$ cat src/rtl/lcd_frame_streamer_if.sv
// Streamer-side bus bundle: renderer pixel handshake plus the ILI9341 SPI lines.
// The master modport is the streamer; the slave modport is the renderer/panel side.
interface lcd_frame_streamer_if;
    logic [15:0] pixel_color;
    logic        framebufferClk;
    logic        lcd_sck;
    logic        lcd_mosi;
    logic        lcd_dc;
    logic        lcd_cs_n;

    modport master (
        input  pixel_color,
        output framebufferClk,
        output lcd_sck,
        output lcd_mosi,
        output lcd_dc,
        output lcd_cs_n
    );

    modport slave (
        output pixel_color,
        input  framebufferClk,
        input  lcd_sck,
        input  lcd_mosi,
        input  lcd_dc,
        input  lcd_cs_n
    );
endinterface

$ cat src/rtl/lcd_frame_streamer.sv
// Streams one ILI9341 frame per request: CASET/RASET/RAMWR window header, then
// LCD_W*LCD_H RGB565 words, strobing framebufferClk once per captured pixel.
module lcd_frame_streamer #(
    parameter int LCD_W   = 240,
    parameter int LCD_H   = 320,
    parameter int SPI_DIV = 2
) (
    input  logic                   clk,
    input  logic                   reset_n,
    input  logic                   start,
    lcd_frame_streamer_if.master   lcd,
    output logic                   busy,
    output logic                   frame_done
);

    typedef enum logic [1:0] {IDLE, HDR, PIX, DONE} state_e;

    localparam int              DIV_W     = $clog2(2 * SPI_DIV);
    localparam logic [DIV_W-1:0] DIV_LAST = DIV_W'(2 * SPI_DIV - 1);
    localparam logic [DIV_W-1:0] DIV_HALF = DIV_W'(SPI_DIV);
    localparam logic [16:0]     PIX_LAST  = 17'(LCD_W * LCD_H - 1);
    localparam logic [15:0]     W_END     = 16'(LCD_W - 1);
    localparam logic [15:0]     H_END     = 16'(LCD_H - 1);
    localparam logic [3:0]      HDR_BYTES = 4'd11;

    // Header byte table entry: {dc, byte}; dc=0 marks the three command bytes.
    function automatic logic [8:0] hdr_entry(input logic [3:0] idx);
        case (idx)
            4'd0:    hdr_entry = {1'b0, 8'h2A};
            4'd3:    hdr_entry = {1'b1, W_END[15:8]};
            4'd4:    hdr_entry = {1'b1, W_END[7:0]};
            4'd5:    hdr_entry = {1'b0, 8'h2B};
            4'd8:    hdr_entry = {1'b1, H_END[15:8]};
            4'd9:    hdr_entry = {1'b1, H_END[7:0]};
            4'd10:   hdr_entry = {1'b0, 8'h2C};
            default: hdr_entry = {1'b1, 8'h00};
        endcase
    endfunction

    state_e           state_q, state_d;
    logic [DIV_W-1:0] div_cnt_q, div_cnt_d;
    logic [3:0]       bit_cnt_q, bit_cnt_d;
    logic [3:0]       hdr_idx_q, hdr_idx_d;
    logic [16:0]      pix_cnt_q, pix_cnt_d;
    logic [15:0]      shreg_q, shreg_d;
    logic [1:0]       fb_cnt_q, fb_cnt_d;
    logic             fbclk_q, fbclk_d;
    logic             sck_q, sck_d;
    logic             dc_q, dc_d;
    logic             cs_n_q, cs_n_d;
    logic             busy_q, busy_d;
    logic             done_q, done_d;

    logic             bit_end;
    logic [8:0]       hdr_e;

    assign bit_end = (div_cnt_q == DIV_LAST);
    assign hdr_e   = hdr_entry(hdr_idx_q);

    // NOTE: every variable gets its hold/default value first, so no path can infer a latch.
    always_comb begin
        state_d   = state_q;
        div_cnt_d = div_cnt_q;
        bit_cnt_d = bit_cnt_q;
        hdr_idx_d = hdr_idx_q;
        pix_cnt_d = pix_cnt_q;
        shreg_d   = shreg_q;
        fb_cnt_d  = (fb_cnt_q != 2'd0) ? fb_cnt_q - 2'd1 : 2'd0;
        fbclk_d   = (fb_cnt_q != 2'd0);
        sck_d     = sck_q;
        dc_d      = dc_q;
        cs_n_d    = cs_n_q;
        busy_d    = busy_q;
        done_d    = 1'b0;

        case (state_q)
            IDLE: begin
                if (start) begin
                    // Park the divider at end-of-bit so the first header bit loads next edge.
                    state_d   = HDR;
                    cs_n_d    = 1'b0;
                    busy_d    = 1'b1;
                    div_cnt_d = DIV_LAST;
                    bit_cnt_d = 4'd0;
                    hdr_idx_d = 4'd0;
                    pix_cnt_d = 17'd0;
                    shreg_d   = 16'h0000;
                    sck_d     = 1'b0;
                end
            end
            HDR, PIX: begin
                div_cnt_d = bit_end ? '0 : div_cnt_q + 1'b1;
                sck_d     = (div_cnt_d >= DIV_HALF);
                if (bit_end) begin
                    if (bit_cnt_q != 4'd0) begin
                        shreg_d   = {shreg_q[14:0], 1'b0};
                        bit_cnt_d = bit_cnt_q - 4'd1;
                    end else if (state_q == HDR && hdr_idx_q != HDR_BYTES) begin
                        shreg_d   = {hdr_e[7:0], 8'h00};
                        dc_d      = hdr_e[8];
                        bit_cnt_d = 4'd7;
                        hdr_idx_d = hdr_idx_q + 4'd1;
                    end else if (state_q == HDR || pix_cnt_q != PIX_LAST) begin
                        if (state_q == PIX) pix_cnt_d = pix_cnt_q + 17'd1;
                        state_d   = PIX;
                        shreg_d   = lcd.pixel_color;
                        dc_d      = 1'b1;
                        bit_cnt_d = 4'd15;
                        fb_cnt_d  = 2'd2;
                    end else begin
                        state_d   = DONE;
                        shreg_d   = 16'h0000;
                        div_cnt_d = '0;
                        sck_d     = 1'b0;
                        cs_n_d    = 1'b1;
                        busy_d    = 1'b0;
                        done_d    = 1'b1;
                    end
                end
            end
            DONE: state_d = IDLE;
            default: state_d = IDLE;
        endcase
    end

    // NOTE: sequential state uses non-blocking assignments only, so all flops update together.
    always_ff @(posedge clk or negedge reset_n) begin
        if (!reset_n) begin
            state_q   <= IDLE;
            div_cnt_q <= '0;
            bit_cnt_q <= 4'd0;
            hdr_idx_q <= 4'd0;
            pix_cnt_q <= 17'd0;
            shreg_q   <= 16'h0000;
            fb_cnt_q  <= 2'd0;
            fbclk_q   <= 1'b0;
            sck_q     <= 1'b0;
            dc_q      <= 1'b1;
            cs_n_q    <= 1'b1;
            busy_q    <= 1'b0;
            done_q    <= 1'b0;
        end else begin
            state_q   <= state_d;
            div_cnt_q <= div_cnt_d;
            bit_cnt_q <= bit_cnt_d;
            hdr_idx_q <= hdr_idx_d;
            pix_cnt_q <= pix_cnt_d;
            shreg_q   <= shreg_d;
            fb_cnt_q  <= fb_cnt_d;
            fbclk_q   <= fbclk_d;
            sck_q     <= sck_d;
            dc_q      <= dc_d;
            cs_n_q    <= cs_n_d;
            busy_q    <= busy_d;
            done_q    <= done_d;
        end
    end

    assign lcd.framebufferClk = fbclk_q;
    assign lcd.lcd_sck        = sck_q;
    assign lcd.lcd_mosi       = shreg_q[15];
    assign lcd.lcd_dc         = dc_q;
    assign lcd.lcd_cs_n       = cs_n_q;
    assign busy               = busy_q;
    assign frame_done         = done_q;

endmodule

$ cat src/flat_wrapper.sv
// flat-port wrapper written by rule: the top's interface ports become plain ports
module lcd_frame_streamer_flat 
#(
    parameter int LCD_W   = 240,
    parameter int LCD_H   = 320,
    parameter int SPI_DIV = 2
)
  (clk, reset_n, start, busy, frame_done, lcd_pixel_color, lcd_framebufferClk, lcd_lcd_sck, lcd_lcd_mosi, lcd_lcd_dc, lcd_lcd_cs_n);
  lcd_frame_streamer_if lcd_i ();
  input  logic clk;
  input  logic reset_n;
  input  logic start;
  output logic busy;
  output logic frame_done;
  input wire logic [$bits(lcd_i.pixel_color)-1:0] lcd_pixel_color;
  output wire logic [$bits(lcd_i.framebufferClk)-1:0] lcd_framebufferClk;
  output wire logic [$bits(lcd_i.lcd_sck)-1:0] lcd_lcd_sck;
  output wire logic [$bits(lcd_i.lcd_mosi)-1:0] lcd_lcd_mosi;
  output wire logic [$bits(lcd_i.lcd_dc)-1:0] lcd_lcd_dc;
  output wire logic [$bits(lcd_i.lcd_cs_n)-1:0] lcd_lcd_cs_n;
  assign lcd_i.pixel_color = lcd_pixel_color;
  assign lcd_framebufferClk = lcd_i.framebufferClk;
  assign lcd_lcd_sck = lcd_i.lcd_sck;
  assign lcd_lcd_mosi = lcd_i.lcd_mosi;
  assign lcd_lcd_dc = lcd_i.lcd_dc;
  assign lcd_lcd_cs_n = lcd_i.lcd_cs_n;
  lcd_frame_streamer #(.LCD_W(LCD_W), .LCD_H(LCD_H), .SPI_DIV(SPI_DIV)) u_core (.clk(clk), .reset_n(reset_n), .start(start), .lcd(lcd_i), .busy(busy), .frame_done(frame_done));
endmodule
$ cat config.mk
export PLATFORM = sky130hd
export DESIGN_NAME = lcd_frame_streamer_flat
export DESIGN_NICKNAME = d
export VERILOG_FILES = /design/src/rtl/lcd_frame_streamer_if.sv /design/src/rtl/lcd_frame_streamer.sv /design/src/flat_wrapper.sv
export SDC_FILE = /design/constraint.sdc
export NUM_CORES = 1
export LEC_CHECK = 0
export CORE_ASPECT_RATIO = 1.4
export CORE_MARGIN = 3
export CORE_UTILIZATION = 55
export DETAILED_ROUTE_END_ITERATION = 16
export PLACE_DENSITY = 0.76
export SYNTH_ARGS = -nofsm -noshare
export SYNTH_HDL_FRONTEND = slang
export SYNTH_SLANG_ARGS = --single-unit
$ cat constraint.sdc
create_clock -name clk -period 2.83 [get_ports clk]
set_input_delay 0.566 -clock clk [delete_from_list [all_inputs] [get_ports clk]]
set_output_delay 0.566 -clock clk [all_outputs]
set_load 0.02 [all_outputs]
==> impl_metrics.py <==
metrics = {
    "clock_tree": {
        "h-tree-depth": 2,
        "clk_path_buf_depth": 2,
        "cts_buffers": 5,
        "postCtsSetupBuffers": 0,
        "cts_tree": "built",
        "postCtsHoldBufs": 0,
        "clk_pin_slew_ns": 0.09,
        "cts_resized": 0,
        "clockRootBuffer": "clkbuf_8",
        "clock-sinks": 53,
        "insertion_delay_ns": 0.30,
    },
    "grt": {
        "grt_use_total_pct": 23.6,
        "grt_max_degree": 33,
        "grt_antenna_before_repair": 0,
        "grt_pass1_vias": 2822,
        "grt_pass1_wl_um": 12700,
        "overflow": 0,
    },
    "final_layout": {
        "nNetsFinal": 391,
        "drive_gt1_share_pct": 7.46,
        "diodes": 0,
        "finish.utilization_pct": 65.7,
        "fillers": 448,
        "area_delta_synth_final_pct": 13.2,
    },
    "synthesis": {
        "yosys.area.top_type": "dfrtp_1",
        "synth_area_leaders": "dfrtp_1 (41%), o21ai_0 (4.4%), ha_1 (4.1%)",
        "ys.flop_type": "dfrtp_1",
        "synth_edf_count": 0,
        "netlist_area_um2": 3080,
        "ys_types": 54,
        "ys_seq_area_share_pct": 43.1,
        "syn-num-nets": 370,
        "syn_inst": 341,
        "async_reset_ff_share_pct": 100,
        "ys_ff_latch": 53,
        "post-synth-top-area-fraction_pct": 41.4,
        "syn_avg_cell_area_um2": 9.04,
        "synth_warnings": 0,
    },
    "timing": {
        "setup_viol": 0,
        "hold_viol": 0,
        "drv_slew": 0,
        "worstMarginPinSlew_ns": 0.745,
        "fin_skew_ns": 0.00883,
        "timing.final.crit_share_pct": 91.7,
        "fmax_ghz": 0.385,
        "rsz0062_at_grt": "no",
        "fin_setup_tns_ns": 0,
        "relSlewSlack_pct": 50.3,
        "period_needed_ns": 2.60,
    },
    "power": {
        "intPower_uw": 988,
        "ir_drop_mv": 0.220,
        "leakagePower_uw": 0.00149,
        "seqPwrFrac_pct": 61.2,
        "combPwrFrac_pct": 4.3,
        "powerDensity_nw_per_um2": 359,
        "clockPowerShare_pct": 34.5,
        "p_sw_uw": 267,
        "sw_frac_of_total_pct": 21.2,
    },
    "routing": {
        "vias": 2738,
        "firstDrtPassIters": 4,
        "drc": 0,
        "wire_per_inst_um": 17.0,
        "ant_nets": 0,
        "drt_iter0_drc": 217,
        "finalWirelength_um": 7290,
        "viasPerCell": 6.40,
    },
    "worst_setup_path": {
        "critPathRequiredTime_ns": 3.02,
        "path_class": "reg -> reg",
        "crit_fanout": 14,
        "cp.arrival_ns": 2.78,
        "reg2reg_slack_ns": 0.23,
        "start_kind": "register",
        "end_kind": "register",
    },
    "die": {
        "die_area_um2": 6550,
        "die_y_um": 94.6,
        "io_pins": 26,
        "rows": 31,
        "start_util_pct": 58.0,
        "dieWidth_um": 69.3,
        "core_area_um2": 5310,
    },
    "job": {
        "maxCapViolations": 0,
    },
    "placement": {
        "port_buffers": 25,
        "place_hpwl_um": 5100,
        "place_congestion": 0.857,
    },
    "hold_path": {
        "hold_path_class": "in -> async",
    },
    "outcome": {
        "status": "completed",
    },
}
placed cells by master (no fill, tap or decap), types with 6 or more instances in the layout:
cell type	Yosys	routed
a21oi_1	20	20
a221o_1	9	9
and3_1	18	18
buf_4	0	11
clkbuf_8	0	6
clkdlybuf4s50_1	0	24
dfrtp_1	51	51
ha_1	10	10
inv_1	10	10
nand2_1	32	32
nand2b_1	7	7
nand3_1	13	13
nand4_1	7	7
nor2_1	18	18
nor3_1	12	12
o211ai_1	7	7
o21ai_0	27	26
layout make-up:
type                    count  area, um^2  area share (%)
clock buffers               7        86.3            2.47
multi-input cells         256        1630            46.6
repair buffers             36         328            9.39
inverters                  10        37.5            1.08
well taps                  66        82.6            2.37
flip-flops and latches     53        1330            38.1
cells in the mapped netlist (3+ instances only):
cell / number
dfrtp_1: 51
nand2_1: 32
o21ai_0: 27
a21oi_1: 20
and3_1: 18
nor2_1: 18
clkbuf_1: 17
nand3_1: 13
nor3_1: 12
ha_1: 10
inv_1: 10
a221o_1: 9
nand2b_1: 7
nand4_1: 7
o211ai_1: 7
nor2b_1: 5
nor4_1: 5
o31ai_1: 5
a211o_1: 4
a31oi_1: 4
nand3b_1: 4
a21o_1: 3
a32o_1: 3
and2_1: 3
nand4b_1: 3
o221ai_1: 3
power by group through the flow:
| stage | Sequential [uW] | Combinational [uW] | Clock, uW |
|---|---|---|---|
| finish | 768 | 54.0 | 432 |
| global route | 769 | 60.4 | 469 |
| CTS | 768 | 55.4 | 444 |
| detailed placement | 783 | 55.2 | 0 |
| global placement | 783 | 53.8 | 0 |
| floorplan | 783 | 7.80 | 0 |
worst paths after layout:
check                           depth (start not counted)                                to                            start
worst max-delay path                                    7  u_core.pix_cnt_q[11]$_DFFE_PN0P_  u_core.bit_cnt_q[0]$_DFFE_PN0P_
worst max register to register                          7  u_core.pix_cnt_q[11]$_DFFE_PN0P_  u_core.bit_cnt_q[0]$_DFFE_PN0P_
worst min-delay path                                    1     u_core.shreg_q[6]$_DFFE_PN0P_                          reset_n
worst min register to register                          2     u_core.shreg_q[0]$_DFFE_PN0P_    u_core.shreg_q[0]$_DFFE_PN0P_
max in group asynchronous                               2   u_core.lcd.lcd_cs_n$_DFFE_PN1P_                          reset_n
min in group clk                                        2     u_core.shreg_q[0]$_DFFE_PN0P_    u_core.shreg_q[0]$_DFFE_PN0P_
registers in the layout, indices dropped and copies added, names as in the netlist, 2 cells and up:
register          flops
u_core.shreg_q       16
u_core.fb_cnt_q       2
u_core.bit_cnt_q      4
u_core.div_cnt_q      2
u_core.pix_cnt_q     17
u_core.state_q        2
u_core.hdr_idx_q      4
metrics by stage:
stage                     worst slack, ns  power (uW)  hold slack, ns  std cells  instance area, um^2
after floorplan                     0.462         791           0.270        341                 3080
after global placement              0.192         837           0.443        421                 3400
after detailed placement            0.120         838           0.467        421                 3400
after CTS                           0.198        1270           0.334        428                 3490
after global routing              0.00229        1300           0.369        428                 3490
final                               0.234        1250           0.319        428                 3490
worst max-delay path, cell delays in order (launching register included):
cell	delay (ns)
dfrtp_1	0.42
inv_1	0.08
ha_1	0.24
or3b_1	0.38
a21o_1	0.21
a211oi_1	0.32
nand2b_1	0.37
a221o_1	0.46
cell families after synthesis:
logic type	share of synthesized area, %
buf+inv	4.22
flops	43.1
xor+xnor	0.284
fa+ha+maj	4.06
mux	1.38
compound gates	23.4
simple gates	23.6
metal layers:
metal / GRT usage (%) / up-vias / routed length, um
li1: - / 1325 / -
met1: 27.9 / 1339 / 2990
met2: 42.3 / 59 / 3870
met3: 2.98 / 15 / 246
met4: 11.7 / 0 / 176
met5: 0 / - / 0
No activity file was read; power rests on OpenSTA's default activity.
